===== config.mk =====
export PLATFORM = sky130hd
export DESIGN_NAME = vga_out_driver
export DESIGN_NICKNAME = d
export VERILOG_FILES = /design/src/rtl/vga_pkg.sv /design/src/rtl/vga_timing_counter.sv /design/src/rtl/vga_out_driver.sv
export SDC_FILE = /design/constraint.sdc
export NUM_CORES = 1
export LEC_CHECK = 0
export CELL_PAD_IN_SITES_DETAIL_PLACEMENT = 0
export CELL_PAD_IN_SITES_GLOBAL_PLACEMENT = 1
export CORE_MARGIN = 3
export CORE_UTILIZATION = 36
export CTS_BUF_LIST = sky130_fd_sc_hd__clkbuf_4
export DETAILED_ROUTE_END_ITERATION = 8
export PLACE_DENSITY = 0.79
export SYNTH_ARGS = -nofsm -noshare
export SYNTH_HDL_FRONTEND = slang
export SYNTH_SLANG_ARGS = --single-unit

===== constraint.sdc =====
create_clock -name ul1Clock -period 3.05 [get_ports ul1Clock]
set_input_delay 0.61 -clock ul1Clock [delete_from_list [all_inputs] [get_ports ul1Clock]]
set_output_delay 0.61 -clock ul1Clock [all_outputs]
set_load 0.02 [all_outputs]

===== src/rtl/vga_pkg.sv =====
// Shared VGA raster definitions: default 640x480@60 timing, stream-alignment
// states and the RGB888 pixel layout.
package vga_pkg;

    localparam int unsigned H_ACTIVE_DEF = 640;
    localparam int unsigned H_FP_DEF     = 16;
    localparam int unsigned H_SYNC_DEF   = 96;
    localparam int unsigned H_BP_DEF     = 48;
    localparam int unsigned V_ACTIVE_DEF = 480;
    localparam int unsigned V_FP_DEF     = 10;
    localparam int unsigned V_SYNC_DEF   = 2;
    localparam int unsigned V_BP_DEF     = 33;

    localparam int unsigned H_TOTAL = H_ACTIVE_DEF + H_FP_DEF + H_SYNC_DEF + H_BP_DEF;
    localparam int unsigned V_TOTAL = V_ACTIVE_DEF + V_FP_DEF + V_SYNC_DEF + V_BP_DEF;
    localparam int unsigned H_CNT_W = $clog2(H_TOTAL);
    localparam int unsigned V_CNT_W = $clog2(V_TOTAL);

    typedef enum logic [1:0] {
        ST_RESYNC,
        ST_ARMED,
        ST_RUN
    } tVgaState;

    typedef struct packed {
        logic [7:0] r;
        logic [7:0] g;
        logic [7:0] b;
    } tRgb888;

    function automatic int unsigned cnt_width(input int unsigned n);
        return (n > 1) ? $clog2(n) : 1;
    endfunction

endpackage


===== src/rtl/vga_timing_counter.sv =====
// Free-running horizontal/vertical raster counters with active-area and
// sync-window decodes; order per axis is active, front porch, sync, back porch.
module vga_timing_counter
    import vga_pkg::*;
#(
    parameter int unsigned H_ACTIVE = H_ACTIVE_DEF,
    parameter int unsigned H_FP     = H_FP_DEF,
    parameter int unsigned H_SYNC   = H_SYNC_DEF,
    parameter int unsigned H_BP     = H_BP_DEF,
    parameter int unsigned V_ACTIVE = V_ACTIVE_DEF,
    parameter int unsigned V_FP     = V_FP_DEF,
    parameter int unsigned V_SYNC   = V_SYNC_DEF,
    parameter int unsigned V_BP     = V_BP_DEF,
    localparam int unsigned H_TOT   = H_ACTIVE + H_FP + H_SYNC + H_BP,
    localparam int unsigned V_TOT   = V_ACTIVE + V_FP + V_SYNC + V_BP,
    localparam int unsigned HW      = cnt_width(H_TOT),
    localparam int unsigned VW      = cnt_width(V_TOT)
) (
    input  logic          i_clk,
    input  logic          i_rst_n,
    output logic [HW-1:0] o_h_cnt,
    output logic [VW-1:0] o_v_cnt,
    output logic          o_active,
    output logic          o_hsync_act,
    output logic          o_vsync_act
);

    logic [HW-1:0] r_h_cnt;
    logic [VW-1:0] r_v_cnt;

    always_ff @(posedge i_clk) begin
        if (!i_rst_n) begin
            r_h_cnt <= '0;
            r_v_cnt <= '0;
        end else if (r_h_cnt == HW'(H_TOT - 1)) begin
            r_h_cnt <= '0;
            r_v_cnt <= (r_v_cnt == VW'(V_TOT - 1)) ? '0 : r_v_cnt + VW'(1);
        end else begin
            r_h_cnt <= r_h_cnt + HW'(1);
        end
    end

    assign o_h_cnt     = r_h_cnt;
    assign o_v_cnt     = r_v_cnt;
    assign o_active    = (r_h_cnt < HW'(H_ACTIVE)) && (r_v_cnt < VW'(V_ACTIVE));
    assign o_hsync_act = (r_h_cnt >= HW'(H_ACTIVE + H_FP)) &&
                         (r_h_cnt <  HW'(H_ACTIVE + H_FP + H_SYNC));
    assign o_vsync_act = (r_v_cnt >= VW'(V_ACTIVE + V_FP)) &&
                         (r_v_cnt <  VW'(V_ACTIVE + V_FP + V_SYNC));

endmodule


===== src/rtl/vga_out_driver.sv =====
// VGA output raster engine: aligns a valid/ready RGB888 stream with SOF to the
// raster and drives registered DAC pins plus sync pulses.
module vga_out_driver
    import vga_pkg::*;
#(
    parameter int unsigned H_ACTIVE = H_ACTIVE_DEF,
    parameter int unsigned H_FP     = H_FP_DEF,
    parameter int unsigned H_SYNC   = H_SYNC_DEF,
    parameter int unsigned H_BP     = H_BP_DEF,
    parameter int unsigned V_ACTIVE = V_ACTIVE_DEF,
    parameter int unsigned V_FP     = V_FP_DEF,
    parameter int unsigned V_SYNC   = V_SYNC_DEF,
    parameter int unsigned V_BP     = V_BP_DEF,
    parameter bit          SYNC_POL = 1'b0
) (
    input  logic        ul1Clock,
    input  logic        ul1Reset_n,
    input  logic [23:0] ul24PixelData,
    input  logic        ul1PixelSof,
    input  logic        ul1PixelValid,
    output logic        ul1PixelReady,
    output logic [7:0]  ul8Red,
    output logic [7:0]  ul8Green,
    output logic [7:0]  ul8Blue,
    output logic        ul1PixelClock,
    output logic        ul1Blank_n,
    output logic        ul1Sync_n,
    output logic        ul1HSync,
    output logic        ul1VSync,
    output logic        ul1FrameError
);

    localparam int unsigned HW = cnt_width(H_ACTIVE + H_FP + H_SYNC + H_BP);
    localparam int unsigned VW = cnt_width(V_ACTIVE + V_FP + V_SYNC + V_BP);

    logic [HW-1:0] w_h_cnt;
    logic [VW-1:0] w_v_cnt;
    logic          w_active;
    logic          w_hsync_act;
    logic          w_vsync_act;
    logic          w_origin;
    logic          w_sof_head;
    logic          w_ready;
    logic          w_show;
    logic          w_err;
    tVgaState      w_state_nxt;
    tRgb888        w_pix;

    tVgaState      r_state;
    logic          r_live;
    tRgb888        r_rgb;
    logic          r_blank_n;
    logic          r_hsync;
    logic          r_vsync;
    logic          r_frame_err;

    vga_timing_counter #(
        .H_ACTIVE (H_ACTIVE),
        .H_FP     (H_FP),
        .H_SYNC   (H_SYNC),
        .H_BP     (H_BP),
        .V_ACTIVE (V_ACTIVE),
        .V_FP     (V_FP),
        .V_SYNC   (V_SYNC),
        .V_BP     (V_BP)
    ) u_timing (
        .i_clk       (ul1Clock),
        .i_rst_n     (ul1Reset_n),
        .o_h_cnt     (w_h_cnt),
        .o_v_cnt     (w_v_cnt),
        .o_active    (w_active),
        .o_hsync_act (w_hsync_act),
        .o_vsync_act (w_vsync_act)
    );

    assign w_origin   = (w_h_cnt == '0) && (w_v_cnt == '0);
    assign w_sof_head = ul1PixelValid && ul1PixelSof;
    assign w_pix      = ul24PixelData;

    always_comb begin
        w_state_nxt = r_state;
        w_ready     = 1'b0;
        w_show      = 1'b0;
        w_err       = 1'b0;
        unique case (r_state)
            ST_RESYNC: begin
                w_ready = !w_sof_head;
                if (w_sof_head) w_state_nxt = ST_ARMED;
            end
            ST_ARMED: begin
                if (w_origin) begin
                    w_ready = 1'b1;
                    w_show  = ul1PixelValid;
                    if (ul1PixelValid) w_state_nxt = ST_RUN;
                end
            end
            ST_RUN: begin
                // An SOF waiting in blanking is the next frame's head, not a misalignment.
                if (w_origin) begin
                    if (w_sof_head) begin
                        w_ready = 1'b1;
                        w_show  = 1'b1;
                    end else begin
                        w_err       = 1'b1;
                        w_state_nxt = ST_RESYNC;
                    end
                end else if (w_active) begin
                    if (!ul1PixelValid) begin
                        w_err       = 1'b1;
                        w_state_nxt = ST_RESYNC;
                    end else if (ul1PixelSof) begin
                        w_err       = 1'b1;
                        w_state_nxt = ST_ARMED;
                    end else begin
                        w_ready = 1'b1;
                        w_show  = 1'b1;
                    end
                end
            end
            default: w_state_nxt = ST_RESYNC;
        endcase
    end

    always_ff @(posedge ul1Clock) begin
        if (!ul1Reset_n) begin
            r_state     <= ST_RESYNC;
            r_live      <= 1'b0;
            r_rgb       <= '0;
            r_blank_n   <= 1'b0;
            r_hsync     <= ~SYNC_POL;
            r_vsync     <= ~SYNC_POL;
            r_frame_err <= 1'b0;
        end else begin
            r_state     <= w_state_nxt;
            r_live      <= 1'b1;
            r_rgb       <= (w_show && w_active) ? w_pix : '0;
            r_blank_n   <= w_active;
            r_hsync     <= w_hsync_act ? SYNC_POL : ~SYNC_POL;
            r_vsync     <= w_vsync_act ? SYNC_POL : ~SYNC_POL;
            r_frame_err <= w_err;
        end
    end

    // Ready stays low until the first cycle after reset release.
    assign ul1PixelReady = w_ready && r_live;
    assign ul8Red        = r_rgb.r;
    assign ul8Green      = r_rgb.g;
    assign ul8Blue       = r_rgb.b;
    assign ul1PixelClock = ~ul1Clock;
    assign ul1Blank_n    = r_blank_n;
    assign ul1Sync_n     = 1'b0;
    assign ul1HSync      = r_hsync;
    assign ul1VSync      = r_vsync;
    assign ul1FrameError = r_frame_err;

endmodule

==> impl_table.tex <==
\begin{tabular}{lr}
\hline
Metric & Value \\
\hline
\multicolumn{2}{l}{\textbf{Setup path}} \\
\quad Sum of buffers and inverters on the critical path & 1 \\
\quad Cell Chain, Critical Path & or3\_4 > or4b\_4 > o31a\_4 > and2\_4 > o311a\_1 > buf\_6 \\
\quad Cell with the biggest individual delay on the critical path & sky130\_fd\_sc\_hd\_\_or4b\_4 \\
\quad Setup slack of the worst register-to-register path & 0.77 ns \\
\quad Kind of cell adding the most delay to the critical path & simple AND/OR/NAND/NOR gates \\
\quad Kind of capture point of the worst setup path & output port \\
\quad Worst reg2reg path startpoint & u\_timing.o\_h\_cnt[5] \\
\quad Required time at the worst-slack endpoint & 2.44 ns \\
\quad Worst stage delay on the critical path & 0.51 ns \\
\quad Highest fanout seen on the critical path & 3 \\
\quad Kind of start point of the critical path & flop \\
\quad Crit path DAT & 2.47 ns \\
\quad Critical Path Source & u\_timing.o\_h\_cnt[5] \\
\quad Setup CP Type & flop to output port \\
\multicolumn{2}{l}{\textbf{STA}} \\
\quad Endpoints failing hold & 0 \\
\quad Number of setup violations in the final report & 1 \\
\quad Setup repair after global routing missed its margin & true \\
\quad Final worst-path cycle share & 101.0\% \\
\quad Final Hold Slack & 0.5128 ns \\
\quad Max Clk Rate & 0.3248 GHz \\
\quad Setup skew after layout & 0.01110 ns \\
\quad Count of final max-slew check failures & 0 \\
\quad Crit path setup slack, layout & -0.02902 ns \\
\quad Post-route minimum period & 3.079 ns \\
\quad Transition time of the tightest slew-check pin & 0.7314 ns \\
\quad Relative max-transition margin & 51.24\% \\
\multicolumn{2}{l}{\textbf{Global routing}} \\
\quad Routing usage on met3 & 4.738\% \\
\quad Maximum number of pins on one net before global-route repair & 26 \\
\quad Met2 capacity usage during global routing & 23.83\% \\
\quad Total grt overflow & 0 \\
\quad Busiest layer in global routing & met2 \\
\quad Aggregate global-route resource usage & 14.24\% \\
\quad Number of global-route vias before repair & 1765 \\
\quad Met1 usage & 17.48\% \\
\quad Antenna violations before repair & 0 \\
\quad First-pass GRT wire length & 8107 microns \\
\multicolumn{2}{l}{\textbf{Layout}} \\
\quad Synthesis-to-layout area growth & 41.34\% \\
\quad Final \#Nets & 362 \\
\quad Post-layout util & 54.14\% \\
\quad Antenna diode count & 0 \\
\quad Final design instance area without fill & 3054 sq um \\
\quad Ratio of cells with drive above 1 in the final layout & 15.29\% \\
\multicolumn{2}{l}{\textbf{Synthesis}} \\
\quad Synth top area cells & sky130\_fd\_sc\_hd\_\_dfxtp\_1 (47\%), sky130\_fd\_sc\_hd\_\_nand3\_1 (7.6\%), sky130\_fd\_sc\_hd\_\_nor2\_1 (6.8\%), sky130\_fd\_sc\_hd\_\_ha\_1 (4.6\%), sky130\_fd\_sc\_hd\_\_xor2\_1 (4.1\%) \\
\quad Avg Cell Area, Syn & 8.856 sq um \\
\quad Area of the mapped netlist & 2161 sq um \\
\quad Fraction of the yosys area taken by sequential cells & 47.25\% \\
\quad Cell types with the highest counts after synthesis & sky130\_fd\_sc\_hd\_\_dfxtp\_1 (51), sky130\_fd\_sc\_hd\_\_nor2\_1 (39), sky130\_fd\_sc\_hd\_\_nand3\_1 (33), sky130\_fd\_sc\_hd\_\_nand2\_1 (11) \\
\quad Share of Yosys cell area claimed by the top area cell type & 47.25\% \\
\quad Synthesis Warnings & 0 \\
\quad Most frequently used cell type in the post-synthesis netlist & sky130\_fd\_sc\_hd\_\_dfxtp\_1 \\
\quad Flip-flop and latch count after synthesis & 51 \\
\quad Nets in the synthesized netlist & 280 \\
\quad Post-synth top area cell & sky130\_fd\_sc\_hd\_\_dfxtp\_1 \\
\quad Main flop type after synthesis & sky130\_fd\_sc\_hd\_\_dfxtp\_1 \\
\quad Ys async rst share & 0\% \\
\quad Number of enable-type register cells in the synthesized netlist & 0 \\
\quad Cell count after synthesis & 244 \\
\quad Number of distinct standard cells referenced by the synthesized netlist & 44 \\
\multicolumn{2}{l}{\textbf{Floorplanning}} \\
\quad Full die area & 6968 sq um \\
\quad Die Span X & 83.48 microns \\
\quad Core region area & 5642 sq um \\
\quad Top-level port count & 59 \\
\quad Die extent in y & 83.48 microns \\
\quad Number of standard-cell rows in the floorplan & 27 \\
\quad Effective utilization at floorplan & 38.30\% \\
\multicolumn{2}{l}{\textbf{Power and ir drop}} \\
\quad Leakage & 0.001191 uW \\
\quad Worst IR Drop VDD & 0.0002350 V \\
\quad Power density normalized to cell area & 441.9 nW/um\^{}2 \\
\multicolumn{2}{l}{\textbf{Routing}} \\
\quad Per-cell via count in the routed design & 4.792 \\
\quad Remaining DRCs & 0 \\
\quad Starting DRC count in detailed routing & 62 \\
\quad Vias after detailed routing & 1912 \\
\quad Number of detailed-route iterations in the first pass & 4 \\
\quad Average wire length per cell after detail routing & 12.60 microns \\
\quad Post-DRT Antenna Nets & 0 \\
\quad Final routed wirelength across all metal layers & 5029 microns \\
\multicolumn{2}{l}{\textbf{Hold path}} \\
\quad Hold path start & r\_state[0] \\
\quad Class of the tightest hold or removal check & flop to flop \\
\multicolumn{2}{l}{\textbf{CTS}} \\
\quad Number of hold-repair buffers added at the cts stage & 0 \\
\quad Maximum clock insertion buffer count & 2 \\
\quad Clock slew at reported path FFs & 0.15 ns \\
\quad Clock tree from TritonCTS & done \\
\quad Root buffer cell & sky130\_fd\_sc\_hd\_\_clkbuf\_4 \\
\quad Count of H-tree levels built during CTS & 2 \\
\quad Inserted Clock Buffers & 5 \\
\quad Latest clock arrival within the worst-skew pair & 0.37 ns \\
\multicolumn{2}{l}{\textbf{Flow run}} \\
\quad Max-cap violations & 0 \\
\multicolumn{2}{l}{\textbf{Outcome}} \\
\quad Status & finished with violations \\
\quad Failing checks & negative setup slack \\
\multicolumn{2}{l}{\textbf{Placed design}} \\
\quad Half-perimeter wire length after detailed placement & 3758 microns \\
\quad Placed standard-cell area & 2974 sq um \\
\quad Pre-CTS WS & -0.1905 ns \\
\quad Count of buffers inserted at the top-level ports & 57 \\
\quad Gp weighted congestion & 0.7915 \\
\hline
\end{tabular}
[tightest hold or removal path: stages, from the launching register on]
cell	delay (ns)
sky130_fd_sc_hd__dfxtp_1	0.37
sky130_fd_sc_hd__nand2_1	0.06
sky130_fd_sc_hd__mux2i_1	0.05
[state kept, by name, summed over array words and instances, names as in the netlist]
| signal | cells |
|---|---|
| ul1VSync | 1 |
| ul8Blue | 8 |
| ul8Green | 8 |
| u_timing.o_h_cnt | 10 |
| ul1Blank_n | 1 |
| ul8Red | 8 |
| ul1HSync | 1 |
| u_timing.o_v_cnt | 10 |
| r_live | 1 |
| r_state | 2 |
| ul1FrameError | 1 |
[timing repair]
item,4_1_cts,5_1_grt
gates resized for setup,10,1
endpoints found under the setup margin,2,1
setup buffers,0,1
pin swaps,2,1
[report_power, final]
group | switching, uW | total, uW | internal, uW
sequential | 9.93 | 693 | 683
combinational | 158 | 295 | 138
clock | 253 | 361 | 108
total | 421 | 1350 | 929
[cells by family (layout without fill, tap and decap cells)]
kind of cell / count (synthesis) / in the layout / share of synthesized area (%)
xor+xnor: 13 / 13 / 5.269
mux: 1 / 1 / 0.4632
flops: 51 / 51 / 47.25
simple gates: 125 / 125 / 29.53
buf+inv: 22 / 105 / 4.748
fa+ha+maj: 8 / 8 / 4.632
compound gates: 23 / 23 / 7.933
other cells: 1 / 1 / 0.1735
[through the flow]
stage | total power (uW) | cells | TNS (ns)
2_1_floorplan | 913.1 | 244 | 0
3_3_place_gp | 1044 | 390 | -0.1699
3_5_place_dp | 1048 | 390 | -0.1905
4_1_cts | 1367 | 398 | -0.1095
5_1_grt | 1423 | 399 | -0.09834
6_report | 1350 | 399 | -0.02902
[placed cells by master (no fill, tap or decap), drive strengths merged, types with 3 or more instances in the layout]
| cell | netlist | routed |
|---|---|---|
| clkdlybuf4s50 | 0 | 55 |
| dfxtp | 51 | 51 |
| nor2 | 39 | 39 |
| nand3 | 33 | 33 |
| buf | 4 | 31 |
| nand2 | 11 | 11 |
| inv | 10 | 11 |
| xor2 | 10 | 10 |
| nand4 | 8 | 8 |
| ha | 8 | 8 |
| a21oi | 7 | 7 |
| and2 | 6 | 6 |
| o21ai | 6 | 6 |
| and3 | 6 | 6 |
| clkbuf | 8 | 5 |
| or3 | 5 | 5 |
| nor3 | 4 | 4 |
| xnor2 | 3 | 3 |
[layout make-up]
| class | instances | area [sq um] |
|---|---|---|
| Timing Repair Buffer | 86 | 787.0 |
| Fill cell | 532 | 2587 |
| Tap cell | 72 | 90.09 |
| Sequential cell | 51 | 1022 |
| Multi-Input combinational cell | 171 | 1049 |
| Inverter | 9 | 33.78 |
| Clock buffer | 6 | 46.29 |
| Clock inverter | 4 | 26.28 |
[routing by layer]
metal	vias up	share of wire, %	routed length, microns
met1	878	46	2328
met5	-	0	0
met4	0	1.3	63
met2	33	47	2356
met3	6	5.6	281
li1	995	-	-
[worst paths after layout]
path,endpoint,cells after the start
worst max-delay path,ul1PixelReady,6
worst min register to register,r_state[0],2
worst max register to register,r_state[0],7
worst min-delay path,r_state[0],2
Power figures use the tool's default switching activity.
==> patch, RTL diff (config.mk and constraints unchanged) <==
`V_FP_DEF`: 10 -> 20.
--- a/src/rtl/vga_pkg.sv
+++ b/src/rtl/vga_pkg.sv
@@ -9,3 +9,3 @@
     localparam int unsigned V_ACTIVE_DEF = 480;
-    localparam int unsigned V_FP_DEF     = 10;
+    localparam int unsigned V_FP_DEF     = 20;
     localparam int unsigned V_SYNC_DEF   = 2;
Behaviour: same outputs for any inputs over 10 cycles, from zero or initial values and one cycle with ul1Reset_n low; that may be too few to reach the edited logic, so the function may still have changed.
==> patch against the original RTL <==
First-iteration DRC count increased by 60%. Sequential cell count unchanged. Power decreased by 6.9%. Utilization decreased by 3.1 points. Largest cell class unchanged. Worst setup slack improved by 190 ps. Routed wire length decreased by 4.6%. Combinational power decreased by 32%. Final cell count decreased by 9.5%. Design area decreased by 6.3%. Synthesized cell count decreased by 9.0%. Synthesized area decreased by 2.0%. Register-to-register slack got worse by 280 ps. Sequential power increased by 0.9%. Maximum frequency increased by 6.4%.
==> patch: results (changes against the original RTL) <==
Timing
  • Setup TNS: 0 ps (+29.0 ps)
  • Final setup viols: 0 (-1)
  • Hold slack: 482 ps (-30.7 ps)
  • Worst clock skew: 13.4 ps (+2.34 ps)

Placed design
  • Placed wire-length estimate: 3.60 mm (-4.3%)
  • Routability cong.: 0.864 (+9.2%)

Setup path
  • CP max FO: 5 (+2)
  • Critical path's slowest cell: dfxtp_1
  • CP Launch Point: u_timing.o_v_cnt[1]
  • Critical path arrival: 2280 ps (-190 ps)
  • Crit-path max cell delay: 380 ps (-130 ps)
  • R2R setup slack: 490 ps (-280 ps)
  • R2r endpoint: ul8Green[4]

Synth
  • Complex-gate fraction of the synthesized area: 6.21% (-1.7 points)
  • Largest cells by area after synthesis: dfxtp_1 48%, and2_1 7.1%, ha_1 5.3%, nor2_1 3.7%, xor2_1 3.7%
  • Post-Syn Nets: 259 (-7.5%)
  • Post-Synth Adder-Cell Area: 5.32% (+0.69 points)
  • Sequential fraction of the synthesis area: 48.2% (+0.98 points)
  • Most frequent cells after synthesis: 51 x dfxtp_1, 24 x and2_1, 21 x nor2_1

Hold path
  • Min-delay src: u_timing.o_h_cnt[0]
  • Hold Path End: u_timing.o_h_cnt[0]
  • Hold depth: 1 (-1)

Pwr
  • Switch Pwr: 0.000361 W (-14%)
  • Leak pwr: 1.10 nW (-7.3%)
  • P_clk: 0.000356 W (-1%)
  • Portion of total power attributed to combinational logic: 16.1% (-5.8 points)
  • VDD IR max: 0.263 mV (+12%)

Cells and area
  • Fraction of layout cells with a size suffix above 1: 9.00% (-6.3 points)
  • # nets final: 325 (-10%)
  • # fillers: 562 (+5.6%)

Global route
  • First-pass GRT wire length: 7.19 mm (-11%)
  • Largest net degree at the start of global routing: 25 (-3.8%)
  • GRT Resource Usage Total: 13.7% (-0.53 points)
  • Vias in the first global route: 1542 (-13%)

Status
  • Status: finished clean

Drt
  • Initial DRC Count: 99 (+60%)

Clocking
  • Post-CTS resize count: 2 (-8)
patch: final cells by class:
cell class | count | area (sq um) | area share [%]
clock inverter | 4 | 23.8 | 0.830
multi-input combinational | 157 | 1040 | 36.3
inverter | 8 | 30.0 | 1.05
timing repair buffer | 63 | 612 | 21.4
clock buffer | 6 | 46.3 | 1.62
sequential | 51 | 1020 | 35.7
tap | 72 | 90.1 | 3.15
patch: per-stage QoR:
step / instances / setup slack, ps / cell area [sq um] / total power [W]
after detailed placement: 353 / 9.19 / 2790 / 0.000962
after CTS: 361 / 24.5 / 2850 / 0.00127
after floorplan: 222 / 721 / 2120 / 0.000851
after global routing: 361 / 17.0 / 2860 / 0.00132
final: 361 / 157 / 2860 / 0.00126
after global placement: 353 / 15.9 / 2790 / 0.000962
patch: routing by layer:
layer	GRT usage (%)	up-vias	routed length, microns
li1	-	884	-
met1	17.5	776	2170
met2	22.5	29	2400
met3	3.04	6	153
met4	5.23	0	70
met5	0	-	0
